`src/rtl/divfloat_sched.sv`:
```
// Round-robin front end that lets NREQ requesters share one pipelined float divider.
// A tag pipeline running in lockstep with the divider routes each quotient back to its owner.
module divfloat_sched #(
   parameter int NREQ = 4,
   parameter int LAT  = 28
) (
   input  logic               clk,
   input  logic               rst_n,
   input  logic               ce,
   input  logic               flush,
   input  logic [NREQ-1:0]    req_valid,
   input  logic [NREQ*32-1:0] req_a,
   input  logic [NREQ*32-1:0] req_b,
   output logic [NREQ-1:0]    req_ready,
   output logic [NREQ-1:0]    rsp_valid,
   output logic [31:0]        rsp_data,
   output logic [31:0]        div_a,
   output logic [31:0]        div_b,
   output logic               div_ce,
   input  logic [31:0]        div_result,
   output logic               busy
);

   localparam int IW = (NREQ > 1) ? $clog2(NREQ) : 1;

   logic [IW-1:0]  ptr_q;
   logic [LAT-1:0] tag_valid_q;
   logic [IW-1:0]  tag_owner_q [LAT];
   logic           grant_any;
   logic [IW-1:0]  grant_idx;

   // Search starts one past the last grant; one subtraction wraps because ptr+s < 2*NREQ.
   always_comb begin
      logic [IW:0] cand;
      grant_any = 1'b0;
      grant_idx = '0;
      cand      = '0;
      if (rst_n && ce && !flush) begin
         for (int s = 1; s <= NREQ; s++) begin
            cand = {1'b0, ptr_q} + (IW+1)'(s);
            if (cand >= (IW+1)'(NREQ)) begin
               cand = cand - (IW+1)'(NREQ);
            end
            if (!grant_any && req_valid[cand[IW-1:0]]) begin
               grant_any = 1'b1;
               grant_idx = cand[IW-1:0];
            end
         end
      end
   end

   always_comb begin
      req_ready = '0;
      div_a     = '0;
      div_b     = '0;
      for (int i = 0; i < NREQ; i++) begin
         if (grant_any && grant_idx == IW'(i)) begin
            req_ready[i] = 1'b1;
            div_a        = req_a[i*32 +: 32];
            div_b        = req_b[i*32 +: 32];
         end
      end
   end

   always_ff @(posedge clk or negedge rst_n) begin
      if (!rst_n) begin
         ptr_q <= IW'(NREQ-1);
      end else if (grant_any) begin
         ptr_q <= grant_idx;
      end
   end

   // Flush blocks the grant, so clearing everything also leaves stage 0 empty.
   always_ff @(posedge clk or negedge rst_n) begin
      if (!rst_n) begin
         tag_valid_q <= '0;
      end else if (ce) begin
         if (flush) begin
            tag_valid_q <= '0;
         end else begin
            for (int i = LAT-1; i > 0; i--) begin
               tag_valid_q[i] <= tag_valid_q[i-1];
            end
            tag_valid_q[0] <= grant_any;
         end
      end
   end

   always_ff @(posedge clk or negedge rst_n) begin
      if (!rst_n) begin
         for (int i = 0; i < LAT; i++) begin
            tag_owner_q[i] <= '0;
         end
      end else if (ce) begin
         for (int i = LAT-1; i > 0; i--) begin
            tag_owner_q[i] <= tag_owner_q[i-1];
         end
         tag_owner_q[0] <= grant_idx;
      end
   end

   always_comb begin
      rsp_valid = '0;
      for (int i = 0; i < NREQ; i++) begin
         rsp_valid[i] = ce && tag_valid_q[LAT-1] && (tag_owner_q[LAT-1] == IW'(i));
      end
   end

   assign rsp_data = div_result;
   assign div_ce   = ce;
   assign busy     = |tag_valid_q;

endmodule
```
`config.mk`:
```
export PLATFORM = sky130hd
export DESIGN_NAME = divfloat_sched
export DESIGN_NICKNAME = d
export VERILOG_FILES = /design/src/rtl/divfloat_sched.sv
export SDC_FILE = /design/constraint.sdc
export NUM_CORES = 1
export LEC_CHECK = 0
export CAP_MARGIN = 20
export CORE_AREA = 2 2 157 159
export DETAILED_ROUTE_END_ITERATION = 8
export DIE_AREA = 0 0 159 161
export DONT_BUFFER_PORTS = 1
export GPL_TIMING_DRIVEN = 0
export SETUP_SLACK_MARGIN = 0.5
export SYNTH_ARGS = -nofsm -noshare
export SYNTH_HDL_FRONTEND = slang
export SYNTH_SLANG_ARGS = --single-unit
export TNS_END_PERCENT = 50
```
`constraint.sdc`:
```
create_clock -name clk -period 3.3 [get_ports clk]
set_input_delay 0.66 -clock clk [delete_from_list [all_inputs] [get_ports clk]]
set_output_delay 0.66 -clock clk [all_outputs]
set_load 0.03 [all_outputs]
```
[After elaboration in Yosys (flattened, before gate mapping)]
Cells that the tools add are included.
Word-level totals
  register bits: 86
  output and inout port bits: 106
Operators by class
  add/sub/neg operators: 8
  magnitude comparators: 8
  equal/unequal tests: 6
  mux-type cells: 42
  reduce and logical (&&, ||, !) cells: 21
Operators by type and width (count)
  two-way mux 32 bit: 8
  two-way mux 28 bit: 1
  OR reduction 28 bit: 1
  two-way mux 2 bit: 13
  two-way mux 1 bit: 16
  logical AND 1 bit: 14
  >= comparator 3 bit (second input constant): 4
  less-than comparator 2 x 3 -> 1 bit (second input constant): 4
  binary-select mux 1 bit (select 2 bit): 4
  == test 2 bit (second input constant): 4
  subtractor 2 x 1 -> 2 bit (second input constant): 4
  adder 2 x 2 -> 3 bit (second input constant): 2
  == test 2 x 1 -> 1 bit (second input constant): 2
  zero test 1 bit: 4
  zero test 2 bit: 2
  adder 2 x 1 -> 3 bit (second input constant): 1
  adder 2 x 3 -> 3 bit (second input constant): 1

[Logic depth before layout (Yosys ltp)]
Gate-level depths: netlist (run 1).
  word-level depth: 26
  mapped depth: 8
  gate-level depth less buffers: 5

[Worst setup path before layout (run 1)]
Ideal clock, no wire load.
  path type: input port to output port
  start point: input ce
  end point: output div_a[27]
  arrival time: 2376 ps
  data required time: 2640 ps
  slack: 264 ps
  cell stages on the path: 7
  path buffers: 3
  path through: buf_2 -> nand2_1 -> or3_1 -> buf_2 -> clkbuf_1 -> o32a_1 -> o2bb2ai_1
Between the ends
  cells in the longest elaborated chain, start to end: 9
Ends and longest elaborated chain
  from (decl): RTL line 9  | input logic ce,
  logical AND 1 bit * (2 in series): RTL line 38  | if (rst_n && ce && !flush) begin
  two-way mux 2 bit: RTL line 38
  zero test 2 bit: RTL line 57  | if (grant_any && grant_idx == IW'(i)) begin
  logical AND 1 bit: RTL line 57
  two-way mux 32 bit (3 in series): RTL line 57
  two-way mux 32 bit *: RTL line 57
  to (decl): RTL line 17  | output logic [31:0] div_a,
Mark *: on every way between the ends. The rest lies on a longest branch, timed or not.

[Final worst setup path (run 1)]
  start point: register ptr_q[0]
  end point: output div_a[24]
Between the ends
  cells in the longest elaborated chain, start to end: 26
Ends and longest elaborated chain
  from (decl): RTL line 26  | logic [IW-1:0] ptr_q;
  from (signal assigned): RTL line 67  | ptr_q <= IW'(NREQ-1);
  from (signal assigned): RTL line 69  | ptr_q <= grant_idx;
  adder 2 x 1 -> 3 bit: RTL line 40  | cand = {1'b0, ptr_q} + (IW+1)'(s);
  >= comparator 3 bit / subtractor 2 x 1 -> 2 bit (equally long branches): RTL line 41, 42
  two-way mux 2 bit: RTL line 41  | if (cand >= (IW+1)'(NREQ)) begin
  two-way mux 2 bit: RTL line 38
  binary-select mux 1 bit (select 2 bit): RTL line 44  | if (!grant_any && req_valid[cand[IW-1:0]]) begin
  two-way mux 1 bit (implied by the code): RTL line 44
  two-way mux 1 bit: RTL line 44
  two-way mux 1 bit: RTL line 38
  [8 not listed]
  zero test 1 bit: RTL line 44
  logical AND 1 bit: RTL line 44
  two-way mux 2 bit: RTL line 44
  two-way mux 2 bit: RTL line 38
  zero test 2 bit: RTL line 57
  logical AND 1 bit: RTL line 57
  two-way mux 32 bit (3 in series): RTL line 57
  two-way mux 32 bit *: RTL line 57
Mark *: on every way between the ends. The rest lies on a longest branch, timed or not. The select of a mux whose other input is x is not followed.

==> impl_results.rst, run 1 <==
.. list-table::
   :header-rows: 1

   * - Metric
     - Value
   * - Clk sink count
     - 86
   * - Number of antenna violations at the first check in global routing
     - 3
   * - Max Clock Freq
     - 319 MHz
   * - Clock tree from TritonCTS
     - built
   * - Final period demand of the worst path
     - 3.13 ns
   * - Core utilization of the finished layout
     - 36.1%
   * - Pleak
     - 3.64 nW
   * - Transition time of the tightest slew-check pin
     - 0.958 ns
   * - Share of power burned in the clock network
     - roughly 24%
   * - Flip-flop and latch count after synthesis
     - 86
   * - Worst reg-to-reg setup slack
     - between 1 and 1.5 ns
   * - Data arrival time at the worst-slack endpoint
     - 2.47 ns
   * - Result of the run
     - finished clean
   * - Fraction of final layout cells sized beyond drive strength 1
     - 38.5%
   * - Unrepaired setup endpoints after global routing
     - true
   * - Net Sw Power
     - about 0.0018 W
   * - Post-synthesis average cell area
     - around 8.6 um2
   * - Final max-slew violation count
     - 0
   * - Number of nets at the end of the flow
     - about 1.0k
   * - Endpoint of the lowest-slack register-to-register path
     - tag_owner_q[55]
   * - Worst Reg2Reg Path Length in Cells
     - 7
   * - Total core area
     - 0.0240 mm2
   * - Io pins
     - 402
   * - Crit path kind
     - flop to output pin
   * - Skew-Pair Late Insertion Delay
     - roughly 0.34 ns
   * - Post-layout worst setup margin
     - between 0.15 and 0.2 ns
   * - Post-Synthesis Cell Area
     - roughly 0.0060 mm2
   * - Final Skew
     - roughly 0.0055 ns
   * - H-Tree Depth
     - 3
   * - Synth cell count leaders
     - sky130_fd_sc_hd__inv_1 (96), sky130_fd_sc_hd__dfrtp_1 (84), sky130_fd_sc_hd__nor2_1 (82), sky130_fd_sc_hd__mux2_2 (54)
   * - Most instantiated flip-flop cell in the synthesis netlist
     - sky130_fd_sc_hd__dfrtp_1
   * - Initial DRC Count
     - 400
   * - Worst EP required
     - between 2 and 3 ns
   * - Top cell family by delay on the critical path
     - compound AO/OA/AOI/OAI gates
   * - Port buffer count
     - 0
   * - Maximum vdd drop
     - between 0.2 and 0.25 mV
   * - Die area
     - roughly 0.026 mm2
   * - Routed wire length per instance
     - 25.5 um
   * - Power share of the sequential group
     - between 30% and 40%
   * - GPL Wtd Cong
     - ~0.86
   * - Global-route wire length before repair
     - 37.9 mm
   * - Vias
     - approximately 5.6k
   * - Setup total negative slack
     - 0 ns
   * - Ranking of synthesized cells by area
     - sky130_fd_sc_hd__dfrtp_1 (35%), sky130_fd_sc_hd__mux2_2 (10%), sky130_fd_sc_hd__o32a_1 (8.8%)
   * - Worst r2r src
     - ptr_q[0]
   * - Dominant cell type by area after synthesis
     - sky130_fd_sc_hd__dfrtp_1
   * - Clock Tree Root
     - sky130_fd_sc_hd__clkbuf_16
   * - Distinct cell type count of the synthesized netlist
     - 39
   * - Area overhead of the layout relative to synthesis
     - 43.2%
   * - Count of endpoints failing setup in the final report
     - 0
   * - Global route total overflow
     - 0
   * - Crit path buf inv count
     - 3
   * - Worst setup EP type
     - output pin
   * - Maximum number of pins on one net before global-route repair
     - between 80 and 90
   * - Fraction of synthesis flops using an asynchronous set or reset pin
     - 100%
   * - Highest net fanout along the worst path
     - 7
   * - Total stage count of the critical path
     - 8
   * - Overall die width
     - roughly 160 um
   * - Aggregate global-route resource usage
     - 19.8%
   * - Worst slack at placement
     - -0.439 ns
   * - Combinational power share
     - a little under half
   * - Number of buffers on the longest clock path
     - 2
   * - Ratio of routed vias to standard cells
     - about 5.3
   * - Detailed-route DRC error count
     - 0
   * - Synthesized Nets
     - approximately 1.0k
   * - Slowest CP cell
     - sky130_fd_sc_hd__dfstp_2
   * - Final cycle utilization of the critical path
     - ~95%
   * - Max-Cap Viols
     - 0
   * - Number of global-route vias before repair
     - about 5.6k
   * - Fraction of synthesized cell area taken by the top area cell type
     - a little over a third
   * - Stage delay of the slowest cell on the critical path
     - about 0.57 ns
   * - Num CTS Buffers
     - 9
   * - Chain of cells forming the critical path
     - nand2b_4 > a21boi_4 > a211o_1 > buf_8 > buf_12 > clkbuf_16 > o32a_1 > o2bb2ai_4
   * - Share of synthesized area occupied by flip-flops and latches
     - 35.6%
   * - Total Wirelength
     - 27.2 mm
   * - Type of the worst min-delay path
     - input pin to asynchronous set/reset pin
   * - First-pass DRT Iterations
     - 5
   * - Critical Path Start Type
     - flop
   * - Max-slew headroom
     - 35.9%
   * - Switching power share of the total
     - 38.0%
   * - Antenna viol nets, final
     - 0
   * - Number of enable flip-flop cells after synthesis
     - 0
   * - HPWL after DPL
     - about 20 mm
   * - DIE HEIGHT
     - around 160 um
   * - Cells after synthesis
     - roughly 700
   * - Library cell with the highest instance count after synthesis
     - sky130_fd_sc_hd__inv_1
   * - Floorplan row count
     - between 50 and 60
   * - Clock slew at reported path FFs
     - about 0.06 ns
   * - Total design power
     - approximately 0.0048 W
   * - Internal power contribution
     - 0.00295 W
   * - Final hold violation count
     - 0
   * - Initial Util
     - ~25%
   * - Yosys warnings
     - 0
   * - Ratio of total power to cell area
     - ~550 mW/mm2
power by group through the flow:
stage	Sequential (W)	Clock (W)	Combinational, W
finish	0.00144	0.00115	0.00216
global route	0.00148	0.00124	0.00229
CTS	0.00144	0.00118	0.00205
detailed placement	0.00146	0	0.00163
global placement	0.00145	0	0.00161
floorplan	0.00142	0	0.00128
flip-flops by register name, summed over array words and instances, names as in the netlist:
| name | flops |
|---|---|
| ptr_q | 2 |
| tag_owner_q | 56 |
| tag_valid_q | 28 |
worst register-to-register path, stage by stage (launching register included):
cell,delay (ns)
sky130_fd_sc_hd__dfstp_2,0.57
sky130_fd_sc_hd__nand2b_4,0.16
sky130_fd_sc_hd__a311oi_2,0.09
sky130_fd_sc_hd__buf_4,0.17
sky130_fd_sc_hd__nand2_1,0.07
sky130_fd_sc_hd__clkbuf_4,0.24
sky130_fd_sc_hd__clkbuf_4,0.28
sky130_fd_sc_hd__o21ai_0,0.12
what timing repair did:
item | in CTS | in global routing
gates cloned | 4 | 1
pin swaps | 38 | 20
hold endpoints to repair | 0 | 14
buffers inserted | 12 | 1
endpoints found under the setup margin | 72 | 72
hold buffers | 0 | 4
resized for setup | 173 | 25
layout make-up:
type	count	area, um2
Tap cell	324	405
Timing Repair Buffer	22	285
Sequential cell	86	2150
Multi-Input combinational cell	425	4320
Clock buffer	11	243
Fill cell	2423	15300
Inverter	96	360
Antenna cell	1	2.50
Buffer	97	778
Clock inverter	5	106
kinds of logic (layout without fill, tap and decap cells):
logic type / after synthesis / count (layout) / synth area share (%)
muxes: 54 / 54 / 10.1
buffers and inverters: 193 / 231 / 15.0
DFF: 86 / 86 / 35.6
and+or+nand+nor: 140 / 140 / 9.70
other: 0 / 1 / 0
AOI/OAI and AO/OA: 231 / 231 / 29.6
per-stage QoR:
| step | hold slack [ns] | cell area [um2] | std cells |
|---|---|---|---|
| after CTS | 0.00663 | 8500 | 1060 |
| final | 0.0216 | 8660 | 1067 |
| after floorplan | 0.364 | 6690 | 704 |
| after global routing | 0.00119 | 8660 | 1067 |
| after global placement | 0.366 | 7100 | 1028 |
| after detailed placement | 0.367 | 7100 | 1028 |
worst max path at each step:
stage	end	startpoint	slack, ns
after global placement	div_a[10]	req_valid[3]	-0.44
final	div_a[24]	ptr_q[0]	0.17
after floorplan	req_ready[0]	ce	0.29
after CTS	div_b[22]	ptr_q[0]	0.19
after detailed placement	div_a[10]	req_valid[3]	-0.44
after global routing	div_a[17]	ptr_q[0]	0.1
metal layers:
layer | vias to the layer above | wire (um) | track usage (%)
met2 | 316 | 13000 | 32.4
met3 | 36 | 2420 | 6.24
li1 | 2524 | - | -
met1 | 2724 | 11200 | 25.6
met5 | - | 22 | 0
met4 | 4 | 546 | 4.92
layout by cell type (no fill, tap or decap), types with 8 or more instances in the layout:
| master | synthesis | routed |
|---|---|---|
| sky130_fd_sc_hd__nor2_1 | 82 | 81 |
| sky130_fd_sc_hd__a21oi_1 | 53 | 33 |
| sky130_fd_sc_hd__o21ai_0 | 41 | 40 |
| sky130_fd_sc_hd__clkbuf_1 | 36 | 11 |
| sky130_fd_sc_hd__buf_4 | 40 | 45 |
| sky130_fd_sc_hd__o2bb2ai_4 | 0 | 53 |
| sky130_fd_sc_hd__a22o_4 | 0 | 8 |
| sky130_fd_sc_hd__clkbuf_4 | 0 | 11 |
| sky130_fd_sc_hd__mux2_2 | 54 | 54 |
| sky130_fd_sc_hd__dfrtp_1 | 84 | 84 |
| sky130_fd_sc_hd__buf_6 | 2 | 15 |
| sky130_fd_sc_hd__nand2_1 | 33 | 33 |
| sky130_fd_sc_hd__inv_1 | 96 | 96 |
| sky130_fd_sc_hd__a21oi_2 | 1 | 20 |
| sky130_fd_sc_hd__clkbuf_16 | 0 | 10 |
| sky130_fd_sc_hd__o32a_1 | 53 | 53 |
| sky130_fd_sc_hd__clkbuf_2 | 0 | 15 |
Power figures use the tool's default switching activity.
==> run 2: changes to the inputs <==
==> constraint.sdc (replaced) <==
create_clock -name clk -period 2.7 [get_ports clk]
set_input_delay 0.54 -clock clk [delete_from_list [all_inputs] [get_ports clk]]
set_output_delay 0.54 -clock clk [all_outputs]
set_load 0.03 [all_outputs]
==> run 2 against run 1 <==
  * The flow now finishes with violations (hold timing, setup timing)
  * Clock power up 9%
  * Worst setup slack worse by 0.47 ns
  * First-iteration DRC count down 8.3%
  * Die area unchanged
  * Non-clock buffer count down 4
  * Via count down 0.29%
  * Design area down 1.1%
  * Wire length down 6.1%
  * Count of clock-buffer cells in the layout down 1
  * Sequential power up 23%
  * Largest cell class unchanged
==> impl_results.rst, run 2 (synthesis results as in run 1) <==
.. list-table::
   :header-rows: 1

   * - Metric
     - Value
   * - Result of the run
     - finished with violations (was finished clean)
   * - Failing checks
     - hold timing, setup timing
   * - Detailed-route DRC error count
     - 0 (unchanged)
   * - Final hold violation count
     - 84 (was 0)
   * - Type of the worst min-delay path
     - input pin to asynchronous set/reset pin (unchanged)
   * - DIE HEIGHT
     - 161 um (unchanged)
   * - Global-route wire length before repair
     - 36.2 mm (was 37.9 mm)
   * - Global route total overflow
     - 0 (unchanged)
   * - Clock Tree Root
     - sky130_fd_sc_hd__clkbuf_16 (unchanged)
   * - Number of nets at the end of the flow
     - 1029 (was 1033)
   * - Maximum number of pins on one net before global-route repair
     - 88 (unchanged)
   * - Ratio of routed vias to standard cells
     - 5.25 (about the same)
   * - Top cell family by delay on the critical path
     - compound AO/OA/AOI/OAI gates (unchanged)
   * - Number of global-route vias before repair
     - 5619 (was 5648)
   * - Most frequent standard cell in the layout excluding fill and tap cells
     - sky130_fd_sc_hd__inv_1 (unchanged)
   * - Initial Util
     - 25.2% (unchanged)
   * - Total design power
     - 0.00567 W (was 0.00476 W)
   * - Clock tree from TritonCTS
     - built (unchanged)
   * - Antenna viol nets, final
     - 0 (unchanged)
   * - Crit path buf inv count
     - 3 (unchanged)
   * - Vias
     - 5588 (was 5604)
   * - Overall die width
     - 159 um (unchanged)
   * - Area overhead of the layout relative to synthesis
     - 41.6% (was 43.2%)
   * - Die area
     - 0.0256 mm2 (unchanged)
   * - Core utilization of the finished layout
     - 35.7% (was 36.1%)
   * - Worst reg-to-reg setup slack
     - 0.87 ns (was 1.46 ns)
   * - Post-layout worst setup margin
     - -0.304 ns (was 0.169 ns)
   * - Largest registers ranked by flip-flop count
     - tag_owner_q: 56 flops, tag_valid_q: 28 flops, ptr_q: 2 flops (unchanged)
   * - GPL Wtd Cong
     - 0.860 (about the same)
   * - H-Tree Depth
     - 3 (unchanged)
   * - Routed wire length per instance
     - 24.0 um (was 25.5 um)
   * - Number of antenna violations at the first check in global routing
     - 9 (was 3)
   * - Worst EP required
     - 2.16 ns (was 2.64 ns)
   * - Commonest non-fill, non-tap cells in the layout
     - sky130_fd_sc_hd__inv_1 (96), sky130_fd_sc_hd__dfrtp_1 (84), sky130_fd_sc_hd__nor2_1 (77) (was sky130_fd_sc_hd__inv_1 (96), sky130_fd_sc_hd__dfrtp_1 (84), sky130_fd_sc_hd__nor2_1 (81))
   * - Setup total negative slack
     - -14.82 ns (was 0 ns)
   * - Slowest CP cell
     - sky130_fd_sc_hd__dfstp_2 (unchanged)
   * - Initial DRC Count
     - 367 (was 400)
   * - Aggregate global-route resource usage
     - 18.8% (was 19.8%)
   * - Final period demand of the worst path
     - 3.00 ns
   * - Final max-slew violation count
     - 0 (unchanged)
   * - Count of endpoints failing setup in the final report
     - 64 (was 0)
   * - Chain of cells forming the critical path
     - nand2b_4 > a21boi_4 > a211o_1 > buf_6 > buf_12 > buf_8 > o32a_1 > o2bb2ai_4 (was nand2b_4 > a21boi_4 > a211o_1 > buf_8 > buf_12 > clkbuf_16 > o32a_1 > o2bb2ai_4)
   * - Maximum vdd drop
     - 0.440 mV (was 0.248 mV)
   * - Num CTS Buffers
     - 9 (unchanged)
   * - Highest net fanout along the worst path
     - 10 (was 7)
   * - Floorplan row count
     - 57 (unchanged)
   * - Io pins
     - 402 (unchanged)
   * - Final Skew
     - 0.00756 ns (was 0.00552 ns)
   * - Transition time of the tightest slew-check pin
     - 0.524 ns (was 0.958 ns)
   * - Final cycle utilization of the critical path
     - 111%
   * - HPWL after DPL
     - 20.3 mm (was 20.5 mm)
   * - Max reg flops
     - 56 (unchanged)
   * - Data arrival time at the worst-slack endpoint
     - 2.46 ns (was 2.47 ns)
   * - Critical Path Start Type
     - flop (unchanged)
   * - Max-slew headroom
     - 65.0% (was 35.9%)
   * - Worst Reg2Reg Path Length in Cells
     - 6 (was 7)
   * - Crit path kind
     - flop to output pin (unchanged)
   * - Tightest hold margin
     - -0.109 ns (was 0.0216 ns)
   * - Total instance count after detailed placement
     - 1028 (unchanged)
   * - Total core area
     - 0.0240 mm2 (unchanged)
   * - Port buffer count
     - 0 (unchanged)
   * - Max-Cap Viols
     - 0 (unchanged)
   * - Max Clock Freq
     - 333 MHz
   * - Total Wirelength
     - 25.5 mm (was 27.2 mm)
   * - Ratio of total power to cell area
     - 662 mW/mm2 (was 550 mW/mm2)
   * - First-pass DRT Iterations
     - 5 (unchanged)
   * - Skew-Pair Late Insertion Delay
     - 0.34 ns (about the same)
   * - Final std cells w/o fill
     - 1064 (was 1067)
   * - Stage delay of the slowest cell on the critical path
     - 0.58 ns (was 0.57 ns)
   * - Worst r2r src
     - ptr_q[0] (unchanged)
   * - Number of buffers on the longest clock path
     - 2 (unchanged)
   * - Total stage count of the critical path
     - 8 (unchanged)
   * - Endpoint of the lowest-slack register-to-register path
     - ptr_q[0] (was tag_owner_q[55])
   * - Most flop-heavy register
     - tag_owner_q (unchanged)
   * - Worst setup EP type
     - output pin (unchanged)
   * - Clk sink count
     - 86 (unchanged)
   * - Fraction of final layout cells sized beyond drive strength 1
     - 40.1% (was 38.5%)
   * - Clock slew at reported path FFs
     - 0.07 ns (was 0.06 ns)
   * - Unrepaired setup endpoints after global routing
     - true (unchanged)
   * - Pleak
     - 3.60 nW (was 3.64 nW)
## run 2: changes by cell type in the layout (fill, tap and decap cells not counted), sizes merged
cell         before  now
inv              96   97
clkinvlp          1    3
bufinv            3    1
buf              76   82
clkbuf           50   42
diode             1    2
dlygate4sd3       3    0
## run 2: what timing repair did
item                                   in CTS  in global routing
cloned                                      3                  0
buffers inserted                           10                  5
pin swaps                                  23                 20
endpoints found under the hold margin      84                 84
setup endpoints to repair                  75                 73
gates resized for setup                    98                 28
## run 2: layout make-up
| cell class | count | area, um2 |
|---|---|---|
| fill | 2417 | 15400 |
| multi-input combinational | 425 | 4350 |
| sequential | 86 | 2150 |
| buffer | 97 | 788 |
| tap | 324 | 405 |
| inverter | 96 | 360 |
| clock buffer | 10 | 239 |
| timing repair buffer | 18 | 196 |
| clock inverter | 6 | 70.1 |
| antenna | 2 | 5.00 |
## run 2: metrics by stage
| step | setup WS, ns | instance area [um2] |
|---|---|---|
| after detailed placement | -0.586 | 7600 |
| after global placement | -0.528 | 7600 |
| after floorplan | 0.184 | 7200 |
| final | -0.304 | 8560 |
| after CTS | -0.292 | 8430 |
| after global routing | -0.383 | 8560 |
## run 2: worst max path at each step
stage | from | to | slack (ns)
4_1_cts | ptr_q[0] | div_a[24] | -0.29
6_report | ptr_q[0] | div_a[21] | -0.30
2_1_floorplan | req_valid[0] | div_a[23] | 0.18
5_1_grt | ptr_q[0] | div_a[13] | -0.38
3_3_place_gp | ptr_q[0] | div_a[26] | -0.53
3_5_place_dp | ptr_q[0] | div_a[26] | -0.59
## run 2: report_power, final
part	total (W)	switching, W	internal, W	leakage, nW
logic	0.00265	0.00153	0.00111	2.30
clock network	0.00125	0.000506	0.000746	0.141
registers	0.00177	0.000170	0.00160	1.16
total	0.00567	0.00221	0.00346	3.60
## run 2: layer usage
layer	up-vias	track usage, %	wire (um)
met3	45	7.91	2730
li1	2525	-	-
met1	2686	22.6	9850
met5	-	0	61
met4	10	4.96	635
met2	322	31.2	12200
==> run 3: changes to the inputs <==
--- a/config.mk
+++ b/config.mk
@@ -11,7 +11,7 @@
 export DIE_AREA = 0 0 159 161
 export DONT_BUFFER_PORTS = 1
 export GPL_TIMING_DRIVEN = 0
-export SETUP_SLACK_MARGIN = 0.5
+export SETUP_SLACK_MARGIN = 0.1
 export SYNTH_ARGS = -nofsm -noshare
 export SYNTH_HDL_FRONTEND = slang
 export SYNTH_SLANG_ARGS = --single-unit
==> run 3 against run 2 <==
  * The run ends with setup timing left
  * Worst setup slack worse by 0.0065 ns
  * Clock power hardly changed
  * Worst hold slack better by 0.16 ns
  * Critical endpoint is now div_b[4]
==> impl_results.rst, run 3 (synthesis results as in run 1) <==
.. list-table::
   :header-rows: 1

   * - Metric
     - Value
   * - Aggregate global-route resource usage
     - 18.7% (was 18.8%)
   * - Routed wire length per instance
     - 24.0 um (about the same)
   * - Max Clock Freq
     - 332 MHz (was 333 MHz)
   * - Final cycle utilization of the critical path
     - 112% (was 111%)
   * - Number of nets at the end of the flow
     - 1029 (unchanged)
   * - Io pins
     - 402 (unchanged)
   * - Max-slew headroom
     - 57.5% (was 65.0%)
   * - Worst setup EP type
     - output pin (unchanged)
   * - Skew-Pair Late Insertion Delay
     - 0.33 ns (was 0.34 ns)
   * - Number of antenna violations at the first check in global routing
     - 6 (was 9)
   * - Setup total negative slack
     - -15.27 ns (was -14.82 ns)
   * - Count of endpoints failing setup in the final report
     - 66 (was 64)
   * - Worst EP required
     - 2.16 ns (about the same)
   * - Final max-slew violation count
     - 0 (unchanged)
   * - Number of global-route vias before repair
     - 5616 (was 5619)
   * - Ratio of total power to cell area
     - 661 mW/mm2 (was 662 mW/mm2)
   * - Global-route wire length before repair
     - 36.1 mm (was 36.2 mm)
   * - Type of the worst min-delay path
     - input pin to asynchronous set/reset pin (unchanged)
   * - Clk sink count
     - 86 (unchanged)
   * - Worst reg-to-reg setup slack
     - 0.86 ns (was 0.87 ns)
   * - First-pass DRT Iterations
     - 5 (unchanged)
   * - Clock Tree Root
     - sky130_fd_sc_hd__clkbuf_16 (unchanged)
   * - Slowest CP cell
     - sky130_fd_sc_hd__dfstp_2 (unchanged)
   * - # fillers
     - 2453 (was 2417)
   * - Area overhead of the layout relative to synthesis
     - 41.4% (was 41.6%)
   * - Total Wirelength
     - 25.5 mm (about the same)
   * - Most flop-heavy register
     - tag_owner_q (unchanged)
   * - Commonest non-fill, non-tap cells in the layout
     - sky130_fd_sc_hd__inv_1 (96), sky130_fd_sc_hd__dfrtp_1 (84), sky130_fd_sc_hd__nor2_1 (80) (was sky130_fd_sc_hd__inv_1 (96), sky130_fd_sc_hd__dfrtp_1 (84), sky130_fd_sc_hd__nor2_1 (77))
   * - Detailed-route DRC error count
     - 0 (unchanged)
   * - Final Skew
     - 0.00421 ns (was 0.00756 ns)
   * - Unrepaired setup endpoints after global routing
     - true (unchanged)
   * - Tightest hold margin
     - 0.0497 ns (was -0.109 ns)
   * - Fraction of final layout cells sized beyond drive strength 1
     - 38.8% (was 40.1%)
   * - Top cell family by delay on the critical path
     - compound AO/OA/AOI/OAI gates (unchanged)
   * - Highest net fanout along the worst path
     - 6 (was 10)
   * - Stage delay of the slowest cell on the critical path
     - 0.56 ns (was 0.58 ns)
   * - Result of the run
     - finished with violations (unchanged)
   * - Max-Cap Viols
     - 0 (unchanged)
   * - Crit path buf inv count
     - 4 (was 3)
   * - Initial Util
     - 25.2% (unchanged)
   * - Worst Reg2Reg Path Length in Cells
     - 7 (was 6)
   * - Total stage count of the critical path
     - 9 (was 8)
   * - Final hold violation count
     - 0 (was 84)
   * - Clock tree from TritonCTS
     - built (unchanged)
   * - Total core area
     - 0.0240 mm2 (unchanged)
   * - Final period demand of the worst path
     - 3.01 ns (was 3.00 ns)
   * - Initial DRC Count
     - 366 (was 367)
   * - H-Tree Depth
     - 3 (unchanged)
   * - Maximum number of pins on one net before global-route repair
     - 85 (was 88)
   * - DIE HEIGHT
     - 161 um (unchanged)
   * - HPWL after DPL
     - 19.5 mm (was 20.3 mm)
   * - Worst r2r src
     - ptr_q[0] (unchanged)
   * - Most frequent standard cell in the layout excluding fill and tap cells
     - sky130_fd_sc_hd__inv_1 (unchanged)
   * - Transition time of the tightest slew-check pin
     - 0.638 ns (was 0.524 ns)
   * - Critical Path Sink
     - div_b[4] (was div_a[21])
   * - Overall die width
     - 159 um (unchanged)
   * - Chain of cells forming the critical path
     - nand2b_4 > buf_4 > a311o_1 > o311ai_4 > buf_6 > buf_6 > buf_4 > o32a_1 > o2bb2ai_4 (was nand2b_4 > a21boi_4 > a211o_1 > buf_6 > buf_12 > buf_8 > o32a_1 > o2bb2ai_4)
   * - Ratio of routed vias to standard cells
     - 5.29 (was 5.25)
   * - Crit path kind
     - flop to output pin (unchanged)
   * - Largest registers ranked by flip-flop count
     - tag_owner_q: 56 flops, tag_valid_q: 28 flops, ptr_q: 2 flops (unchanged)
   * - GPL Wtd Cong
     - 0.805 (was 0.860)
   * - Antenna viol nets, final
     - 0 (unchanged)
   * - Die area
     - 0.0256 mm2 (unchanged)
   * - Max reg flops
     - 56 (unchanged)
   * - Num CTS Buffers
     - 9 (unchanged)
   * - Global route total overflow
     - 0 (unchanged)
   * - Failing checks
     - setup timing (was hold timing, setup timing)
   * - Port buffer count
     - 0 (unchanged)
   * - Vias
     - 5632 (was 5588)
   * - Data arrival time at the worst-slack endpoint
     - 2.47 ns (was 2.46 ns)
   * - Clock slew at reported path FFs
     - 0.06 ns (was 0.07 ns)
   * - Maximum vdd drop
     - 0.358 mV (was 0.440 mV)
   * - Endpoint of the lowest-slack register-to-register path
     - tag_owner_q[55] (was ptr_q[0])
   * - Pleak
     - 3.59 nW (was 3.60 nW)
   * - Floorplan row count
     - 57 (unchanged)
   * - Post-layout worst setup margin
     - -0.311 ns (was -0.304 ns)
   * - Critical Path Start Type
     - flop (unchanged)
   * - Number of buffers on the longest clock path
     - 2 (unchanged)
   * - Worst slack at placement
     - -0.631 ns (was -0.586 ns)
   * - Critical path startpoint
     - ptr_q[0] (unchanged)
## run 3: how the worst min path moves through the flow
stage | depth (start not counted) | start | slack, ns | to
global route | 0 | rst_n | 0.03 | ptr_q[0]
detailed placement | 0 | rst_n | 0.25 | tag_owner_q[35]
CTS | 0 | rst_n | 0.03 | ptr_q[0]
floorplan | 0 | rst_n | 0.24 | tag_owner_q[0]
finish | 0 | rst_n | 0.05 | ptr_q[0]
global placement | 0 | rst_n | 0.25 | tag_owner_q[37]
## run 3: through the flow
stage	instances	total power (W)	utilization (%)	instance area [um2]
after floorplan	704	0.00330	-	6660
after global placement	1028	0.00375	29.5	7070
after detailed placement	1028	0.00379	29.5	7070
after CTS	1061	0.00560	34.9	8360
after global routing	1063	0.00594	35.7	8550
final	1064	0.00565	35.7	8550
## run 3: per-layer routing
metal  share of wire, %  GRT usage [%]
met2                 47           30.3
met3                9.4           6.73
met4                2.4           5.33
met5               0.18              0
met1                 41           23.6
## run 3: what timing repair did
item	CTS	global route
endpoints found under the hold margin	84	0
cloned	3	0
pin swaps	71	22
setup endpoints to repair	72	72
hold buffers	1	0
buffers inserted	13	1
gates resized for setup	151	53
## run 3: report_power, final
part	switching (W)	internal, W
logic	0.00156	0.00109
registers	0.000161	0.00160
clock network	0.000467	0.000766
## run 3: area by class of cell
cell class,instances,area (um2),share of cell area (%)
timing repair buffer,18,230,2.69
sequential,86,2150,25.2
tap,324,405,4.74
buffer,97,769,9.00
inverter,96,360,4.21
multi-input combinational,425,4320,50.6
antenna,2,5.00,0.0585
clock inverter,3,42.5,0.497
clock buffer,13,260,3.04
